--- src/rtl/control_unit.sv ---
// Multi-cycle fetch/decode/execute sequencer for the ProtoCore 8-bit datapath.
// Owns PC, IR and the Z/C flags, and drives register-file, ALU and data-RAM controls.
module control_unit #(
  parameter int              PC_W     = 8,
  parameter logic [PC_W-1:0] RESET_PC = '0
) (
  input  logic            clk,
  input  logic            rst,
  input  logic            run,
  output logic [PC_W-1:0] imem_addr,
  input  logic [15:0]     imem_data,
  output logic [7:0]      ram_addr,
  output logic            ram_we,
  output logic [7:0]      ram_wdata,
  input  logic [7:0]      read_a,
  input  logic [7:0]      read_b,
  input  logic            alu_zero,
  input  logic            alu_carry,
  output logic [2:0]      alu_opcode,
  output logic [3:0]      ra_addr,
  output logic [3:0]      rb_addr,
  output logic [3:0]      write_addr,
  output logic            write_en,
  output logic            write_alu,
  output logic            is_load,
  output logic            imm_flag,
  output logic [7:0]      imm_data,
  output logic            halted
);

  localparam logic [2:0] S_IDLE   = 3'd0;
  localparam logic [2:0] S_FETCH  = 3'd1;
  localparam logic [2:0] S_DECODE = 3'd2;
  localparam logic [2:0] S_EXEC   = 3'd3;
  localparam logic [2:0] S_MEM    = 3'd4;
  localparam logic [2:0] S_HALT   = 3'd5;

  localparam logic [3:0] OP_LDI = 4'h8;
  localparam logic [3:0] OP_LD  = 4'h9;
  localparam logic [3:0] OP_ST  = 4'hA;
  localparam logic [3:0] OP_JMP = 4'hB;
  localparam logic [3:0] OP_JZ  = 4'hC;
  localparam logic [3:0] OP_JC  = 4'hD;
  localparam logic [3:0] OP_HLT = 4'hF;

  logic [2:0]      state_q, state_d;
  logic [PC_W-1:0] pc_q, pc_d;
  logic [15:0]     ir_q, ir_d;
  logic            z_q, z_d, c_q, c_d;
  logic [7:0]      maddr_q, maddr_d;

  logic [3:0]      op;
  logic [PC_W-1:0] jmp_pc;
  logic            in_exec, in_mem, is_alu;

  assign op      = ir_q[15:12];
  // Size cast truncates or zero-extends imm8 to the PC width.
  assign jmp_pc  = PC_W'(ir_q[7:0]);
  assign in_exec = (state_q == S_EXEC);
  assign in_mem  = (state_q == S_MEM);
  assign is_alu  = ~op[3];

  always_ff @(posedge clk or posedge rst) begin
    if (rst) begin
      state_q <= S_IDLE;
      pc_q    <= RESET_PC;
      ir_q    <= '0;
      z_q     <= 1'b0;
      c_q     <= 1'b0;
      maddr_q <= '0;
    end else begin
      state_q <= state_d;
      pc_q    <= pc_d;
      ir_q    <= ir_d;
      z_q     <= z_d;
      c_q     <= c_d;
      maddr_q <= maddr_d;
    end
  end

  always_comb begin
    state_d = state_q;
    pc_d    = pc_q;
    ir_d    = ir_q;
    z_d     = z_q;
    c_d     = c_q;
    maddr_d = maddr_q;
    case (state_q)
      S_IDLE:   if (run) state_d = S_FETCH;
      S_FETCH:  state_d = S_DECODE;
      S_DECODE: begin
        ir_d    = imem_data;
        pc_d    = pc_q + 1'b1;
        state_d = S_EXEC;
      end
      S_EXEC: begin
        state_d = S_FETCH;
        if (is_alu) begin
          z_d = alu_zero;
          c_d = alu_carry;
        end else begin
          case (op)
            OP_LD:  begin
              state_d = S_MEM;
              maddr_d = read_a;
            end
            OP_JMP: pc_d = jmp_pc;
            OP_JZ:  if (z_q) pc_d = jmp_pc;
            OP_JC:  if (c_q) pc_d = jmp_pc;
            OP_HLT: state_d = S_HALT;
            default: ;
          endcase
        end
      end
      S_MEM:    state_d = S_FETCH;
      S_HALT:   state_d = S_HALT;
      default:  state_d = S_IDLE;
    endcase
  end

  assign imem_addr  = pc_q;
  assign ra_addr    = ir_q[7:4];
  assign rb_addr    = ir_q[3:0];
  assign write_addr = ir_q[11:8];

  assign alu_opcode = (in_exec && is_alu) ? op[2:0] : 3'd0;
  assign write_alu  = in_exec && is_alu;
  assign imm_flag   = in_exec && (op == OP_LDI);
  assign is_load    = in_mem;
  assign write_en   = write_alu | imm_flag | is_load;
  assign imm_data   = imm_flag ? ir_q[7:0] : 8'd0;

  assign ram_we     = in_exec && (op == OP_ST);
  assign ram_wdata  = ram_we ? read_b : 8'd0;
  // Address is live from the register file in EXEC and held from the capture in MEM.
  assign ram_addr   = (in_exec && (op == OP_LD || op == OP_ST)) ? read_a :
                      in_mem ? maddr_q : 8'd0;

  assign halted     = (state_q == S_HALT);

endmodule

--- config.mk ---
export PLATFORM = sky130hd
export DESIGN_NAME = control_unit
export DESIGN_NICKNAME = d
export VERILOG_FILES = /design/src/rtl/control_unit.sv
export SDC_FILE = /design/constraint.sdc
export NUM_CORES = 1
export LEC_CHECK = 0
export ABC_AREA = 1
export CORE_MARGIN = 5
export CORE_UTILIZATION = 45
export DETAILED_ROUTE_END_ITERATION = 8
export DONT_BUFFER_PORTS = 1
export GPL_TIMING_DRIVEN = 1
export SLEW_MARGIN = 5
export SYNTH_ARGS = -nofsm -noshare
export SYNTH_HDL_FRONTEND = slang
export SYNTH_SLANG_ARGS = --single-unit
--- constraint.sdc ---
create_clock -name clk -period 1.71 [get_ports clk]
set_input_delay 0.342 -clock clk [delete_from_list [all_inputs] [get_ports clk]]
set_output_delay 0.342 -clock clk [all_outputs]
set_load 0.02 [all_outputs]
==> impl_metrics.ini, run 1 <==
[grt]
grt_pass1_wl_um = 8850
grt_pass1_vias = 1892
grt_usage = 0.179
grt_overflow_total = 0
antenna_found_initial = 0
grt_max_degree = 38

[clocking]
insertion_delay_ns = 0.28
cts-root-buf = clkbuf_8
htreeDepth = 2
clkTransAtPathRegs_ns = 0.07
cts_made_buffers = 5
clockBufferDepth = 2
clock_sinks = 37
hold_buffers = 0
cts_tree = built

[sta]
worst_slack_ns = -0.250
max_freq_mhz = 510
slew_headroom = 0.686
period_needed_ns = 1.96
finalSetupViolations = 31
setup_tns_ns = -5.26
tightest_slew_ns = 0.471
rsz0062_at_grt = true
fin_crit_sh = 1.15
drv_slew = 0
hold_viol = 0
finClkSkew_ns = 0.00494

[floorplan]
ios = 90
core-area_mm2 = 0.00469
die_y_um = 79.1
fp.dieW_um = 79.1
die_area_mm2 = 0.00626
initial_utilization = 0.458
row_count = 25

[setup_path]
max_stage_delay_ns = 0.40
rr_worst_depth = 5
crit_family = buffers and inverters
worstPathArrival_ns = 1.62
cpMaxStageDelayCell = dfrtp_1
cp_max_fo = 5
cp-start-kind = flip-flop
worst_r2r_endpoint = ir_q[10]
ff2ff_setup_slack_ns = 0.24
cpMostUsedCell = o21ai_1
cp_cell_sequence = inv_2 > nor2_2 > nand2_2 > nor2_4 > clkbuf_16 > o21ai_1 > o21ai_1 > buf_4
critPathKind = flip-flop to output pin
r2r-start = state_q[1]
cp.buffers_inverters = 3
critPathCaptureType = output pin
cp.required_ns = 1.37

[layout]
drive_gt1_frac = 0.305
fin_area_mm2 = 0.00274
mostFrequentLayoutCell = nand2_1
fin_nets = 366
layout.area.seq_um2 = 927
areaGrowthSynthToFinish_pct = 27.7
final_core_util = 0.585
multi_input_area_mm2 = 0.00101
diodes = 0
layout_common_cells = nand2_1 (59), buf_4 (44), inv_1 (36), dfrtp_1 (36), nor2_1 (33)
fill_cells = 453

[detailed_routing]
drc_errors = 0
dr.pass1.iters = 4
vias_per_cell = 5.04
initialDrtViolationCount = 87
drt_wl_total_um = 5330
num_vias = 1926
ant_nets = 0
wl_per_cell_um = 14.0

[placement]
place_congestion = 0.822
placed_cell_area_mm2 = 0.00240
portBuffers = 0
dp_hpwl_um = 3760

[synth]
yosysSeqAreaShare = 0.431
ys_warn_count = 0
synthDistinctLibCells = 29
ys_seq_elements = 37
netlist_area_mm2 = 0.00215
syn-num-nets = 323
synthCells = 285
postSynthAreaPerCell_um2 = 7.54

[pwr]
vdd_ir_drop_max_v = 0.000845
leakagePower_nw = 1.44
finalPower_w = 0.00508
p_per_area_mw_per_mm2 = 1850

[outcome]
status = complete, but fails checks
violations = negative setup slack

[job]
drv_cap = 0

[min_path]
hold_class = input port to async pin
[sequential cells by signal, summed over array words and instances, names as in the netlist]
name / flops
c_q: 1
maddr_q: 8
z_q: 1
ir_q: 16
imem_addr: 8
state_q: 3
[what timing repair did]
action	CTS	global route
pin swaps	4	9
setup endpoints to repair	32	33
buffers inserted	9	3
gates resized for setup	12	30
gates cloned	2	1
[kinds of logic (layout without fill, tap and decap cells)]
logic type / count (synthesis) / count (layout) / share of synthesized area
and+or+nand+nor: 135 / 136 / 0.291
AOI/OAI and AO/OA: 46 / 46 / 0.112
DFF: 37 / 37 / 0.431
adders and majority gates: 1 / 1 / 0.00582
buffers and inverters: 62 / 104 / 0.139
muxes: 4 / 4 / 0.0210
[through the flow]
step / setup WS [ns] / hold slack (ns) / cells
floorplan: 0.00516 / 0.431 / 285
global placement: 0.0284 / 0.385 / 360
detailed placement: 0.0227 / 0.383 / 360
CTS: -0.212 / 0.0754 / 378
global route: -0.356 / 0.102 / 382
finish: -0.250 / 0.0605 / 382
[worst max path at each step]
stage / to / start / slack [ns] / cells past startpoint
floorplan: alu_opcode[0] / state_q[1] / 0.005 / 6
global placement: ram_addr[3] / ir_q[12] / 0.03 / 8
detailed placement: ram_addr[6] / state_q[1] / 0.02 / 8
CTS: ram_addr[6] / ir_q[12] / -0.21 / 8
global route: ram_addr[2] / ir_q[15] / -0.36 / 8
finish: ram_addr[4] / ir_q[12] / -0.25 / 8
[where the power goes]
part	internal [W]	switching [W]
Sequential	0.00131	0.000596
Clock	0.000320	0.000286
Combinational	0.00106	0.00152
Total	0.00268	0.00240
[per-layer routing]
layer | share of wire | track usage
met1 | 0.40 | 0.221
met2 | 0.51 | 0.290
met3 | 0.082 | 0.0680
met4 | 0.0079 | 0.0550
met5 | 0 | 0
[cell type report]
type	count	share of cell area
Clock buffer	7	0.0315
Timing Repair Buffer	54	0.177
Multi-Input combinational cell	187	0.368
Inverter	43	0.0607
Sequential cell	37	0.338
Tap cell	54	0.0246
[synth_stat cells]
cell | number | area, µm²
a21oi_1 | 12 | 60.1
a31oi_1 | 2 | 12.5
a41oi_1 | 1 | 8.76
buf_2 | 2 | 10.0
buf_4 | 16 | 120
clkbuf_1 | 1 | 3.75
dfrtp_1 | 37 | 926
ha_1 | 1 | 12.5
inv_1 | 40 | 150
inv_2 | 2 | 7.51
inv_4 | 1 | 6.26
mux2_2 | 4 | 45.0
nand2_1 | 61 | 229
nand2_2 | 2 | 12.5
nand2_4 | 2 | 22.5
nand3_1 | 18 | 90.1
nand3_2 | 1 | 10.0
nand3_4 | 1 | 17.5
nand4_1 | 2 | 12.5
nor2_1 | 38 | 143
nor2_2 | 2 | 12.5
nor2_4 | 3 | 33.8
nor2_8 | 1 | 20.0
nor3_1 | 2 | 10.0
nor4_1 | 1 | 6.26
o21ai_0 | 24 | 120
o21ai_1 | 5 | 25.0
o21bai_1 | 2 | 15.0
or2_2 | 1 | 6.26
Power figures use the tool's default switching activity.
==> run 2, diff against run 1 <==
--- a/config.mk
+++ b/config.mk
@@ -7,10 +7,11 @@
 export LEC_CHECK = 0
 export ABC_AREA = 1
 export CORE_MARGIN = 5
-export CORE_UTILIZATION = 45
+export CORE_UTILIZATION = 54
 export DETAILED_ROUTE_END_ITERATION = 8
 export DONT_BUFFER_PORTS = 1
 export GPL_TIMING_DRIVEN = 1
+export PLACE_DENSITY = 0.69
 export SLEW_MARGIN = 5
 export SYNTH_ARGS = -nofsm -noshare
 export SYNTH_HDL_FRONTEND = slang
==> run 2 against run 1 <==
Against the previous run:
- fmax down 0.73%
- sequential power about the same
- sequential share of layout area down 0.93 points
- power up 6.4%
- critical path depth unchanged
- largest power group unchanged
- cell count up 0.79%
- worst setup slack worse by 0.014 ns
- register-to-register slack worse by 0.02 ns
- critical endpoint is now ram_addr[6]
- worst hold slack worse by 0.015 ns
- routed wire length up 13%
- non-clock buffer count up 6
- the run still ends with negative setup slack left
==> impl_metrics.ini, run 2 (synthesized netlist as in run 1, its figures left out) <==
[pwr]
vdd_ir_drop_max_v = 0.00128
finalPower_w = 0.00541
leakagePower_nw = 1.46
p_per_area_mw_per_mm2 = 1910

[setup_path]
critPathKind = flip-flop to output pin
cp-start-kind = flip-flop
critPathCaptureType = output pin
cp_max_fo = 6
cp.required_ns = 1.37
cpMostUsedCell = o21ai_1
max_stage_delay_ns = 0.42
cpMaxStageDelayCell = dfrtp_1
worstPathArrival_ns = 1.63
cp_cell_sequence = nand2_2 > inv_2 > nand2_4 > nor2_4 > buf_12 > o21ai_1 > o21ai_1 > buf_4
ff2ff_setup_slack_ns = 0.22

[outcome]
status = complete, but fails checks
violations = negative setup slack

[layout]
diodes = 0
mostFrequentLayoutCell = nand2_1
areaGrowthSynthToFinish_pct = 31.5
fill_cells = 315
layout.area.seq_um2 = 928
layout_common_cells = nand2_1 (58), buf_4 (52), inv_1 (36)
largest_reg_flops = 16
final_core_util = 0.722
top_register = ir_q
drive_gt1_frac = 0.328
fin_nets = 373
multi_input_area_mm2 = 0.00104

[clocking]
clock_sinks = 37
cts_made_buffers = 5
insertion_delay_ns = 0.29
cts_tree = built
cts-root-buf = clkbuf_8
hold_buffers = 0
clockBufferDepth = 2
clkTransAtPathRegs_ns = 0.07
htreeDepth = 2

[placement]
dp_hpwl_um = 3700
portBuffers = 0
place_congestion = 0.841
pre_cts_ws_ns = 0.0792

[grt]
antenna_found_initial = 0
grt_pass1_wl_um = 8830
grt_max_degree = 38
grt_pass1_vias = 1887
grt_overflow_total = 0
grt_usage = 0.211

[sta]
timing.hold.ws_ns = 0.0459
finClkSkew_ns = 0.00493
period_needed_ns = 1.97
rsz0062_at_grt = true
max_freq_mhz = 507
slew_headroom = 0.675
hold_viol = 0
tightest_slew_ns = 0.487
setup_tns_ns = -6.42
finalSetupViolations = 31
fin_crit_sh = 1.15
drv_slew = 0
worst_slack_ns = -0.264

[floorplan]
core-area_mm2 = 0.00391
fp.dieW_um = 73.1
ios = 90
die_area_mm2 = 0.00534
initial_utilization = 0.549
row_count = 23
die_y_um = 73.1

[min_path]
hold_class = input port to async pin

[detailed_routing]
drt_wl_total_um = 6010
ant_nets = 0
dr.pass1.iters = 4
num_vias = 2012
drc_errors = 0
wl_per_cell_um = 15.6
vias_per_cell = 5.23
initialDrtViolationCount = 77

[job]
drv_cap = 0
==> run 2: cell types whose count changed in the layout (fill, tap and decap cells not counted), moves of 2 or more <==
cell / delta
buf_4: +8
nand3_2: -2
buf_12: +2
nand3_4: +2
buf_6: -4
nor2_2: +2
==> run 2: stage by stage <==
stage,cells,area (µm²)
3_3_place_gp,354,2390
5_1_grt,385,2820
2_1_floorplan,285,2150
6_report,385,2820
3_5_place_dp,354,2390
4_1_cts,373,2640
==> run 2: critical path, delay by kind of cell, from the launching register on <==
family,cells,cell delay (ns)
simple gates,3,0.38
compound gates,2,0.15
flops,1,0.42
buf+inv,3,0.41
==> run 2: worst paths after layout <==
| check | from | end | cells past startpoint |
|---|---|---|---|
| worst max-delay path | state_q[1] | ram_addr[6] | 8 |
| worst min-delay path | rst | imem_addr[1] | 2 |
| worst max register to register | state_q[1] | imem_addr[3] | 8 |
| worst min register to register | maddr_q[0] | maddr_q[0] | 2 |
| max in group asynchronous | rst | ir_q[13] | 2 |
| min in group clk | read_a[0] | maddr_q[0] | 2 |
==> run 2: layer usage <==
layer | wire length, µm | up-vias | track usage | share of wire
met1 | 2410 | 955 | 0.267 | 0.40
met3 | 429 | 6 | 0.0661 | 0.071
met5 | 0 | - | 0 | 0
li1 | - | 993 | - | -
met4 | 49 | 0 | 0.0492 | 0.0082
met2 | 3120 | 58 | 0.351 | 0.52
==> run 2: power by group <==
part	switching (W)	leakage (nW)	internal, W	total [W]
registers	0.000621	0.426	0.00131	0.00193
clock network	0.000307	0.0443	0.000320	0.000627
logic	0.00166	0.993	0.00119	0.00285
==> run 2: area by class of cell <==
cell class,instances,share of cell area
inverter,43,0.0580
sequential,37,0.329
multi-input combinational,188,0.369
tap,50,0.0222
clock buffer,7,0.0306
timing repair buffer,60,0.192
==> run 2: timing repair <==
item	in CTS	in global routing
cloned	2	2
pin swaps	5	15
endpoints found under the setup margin	30	33
setup buffers	10	10
gates resized for setup	17	26
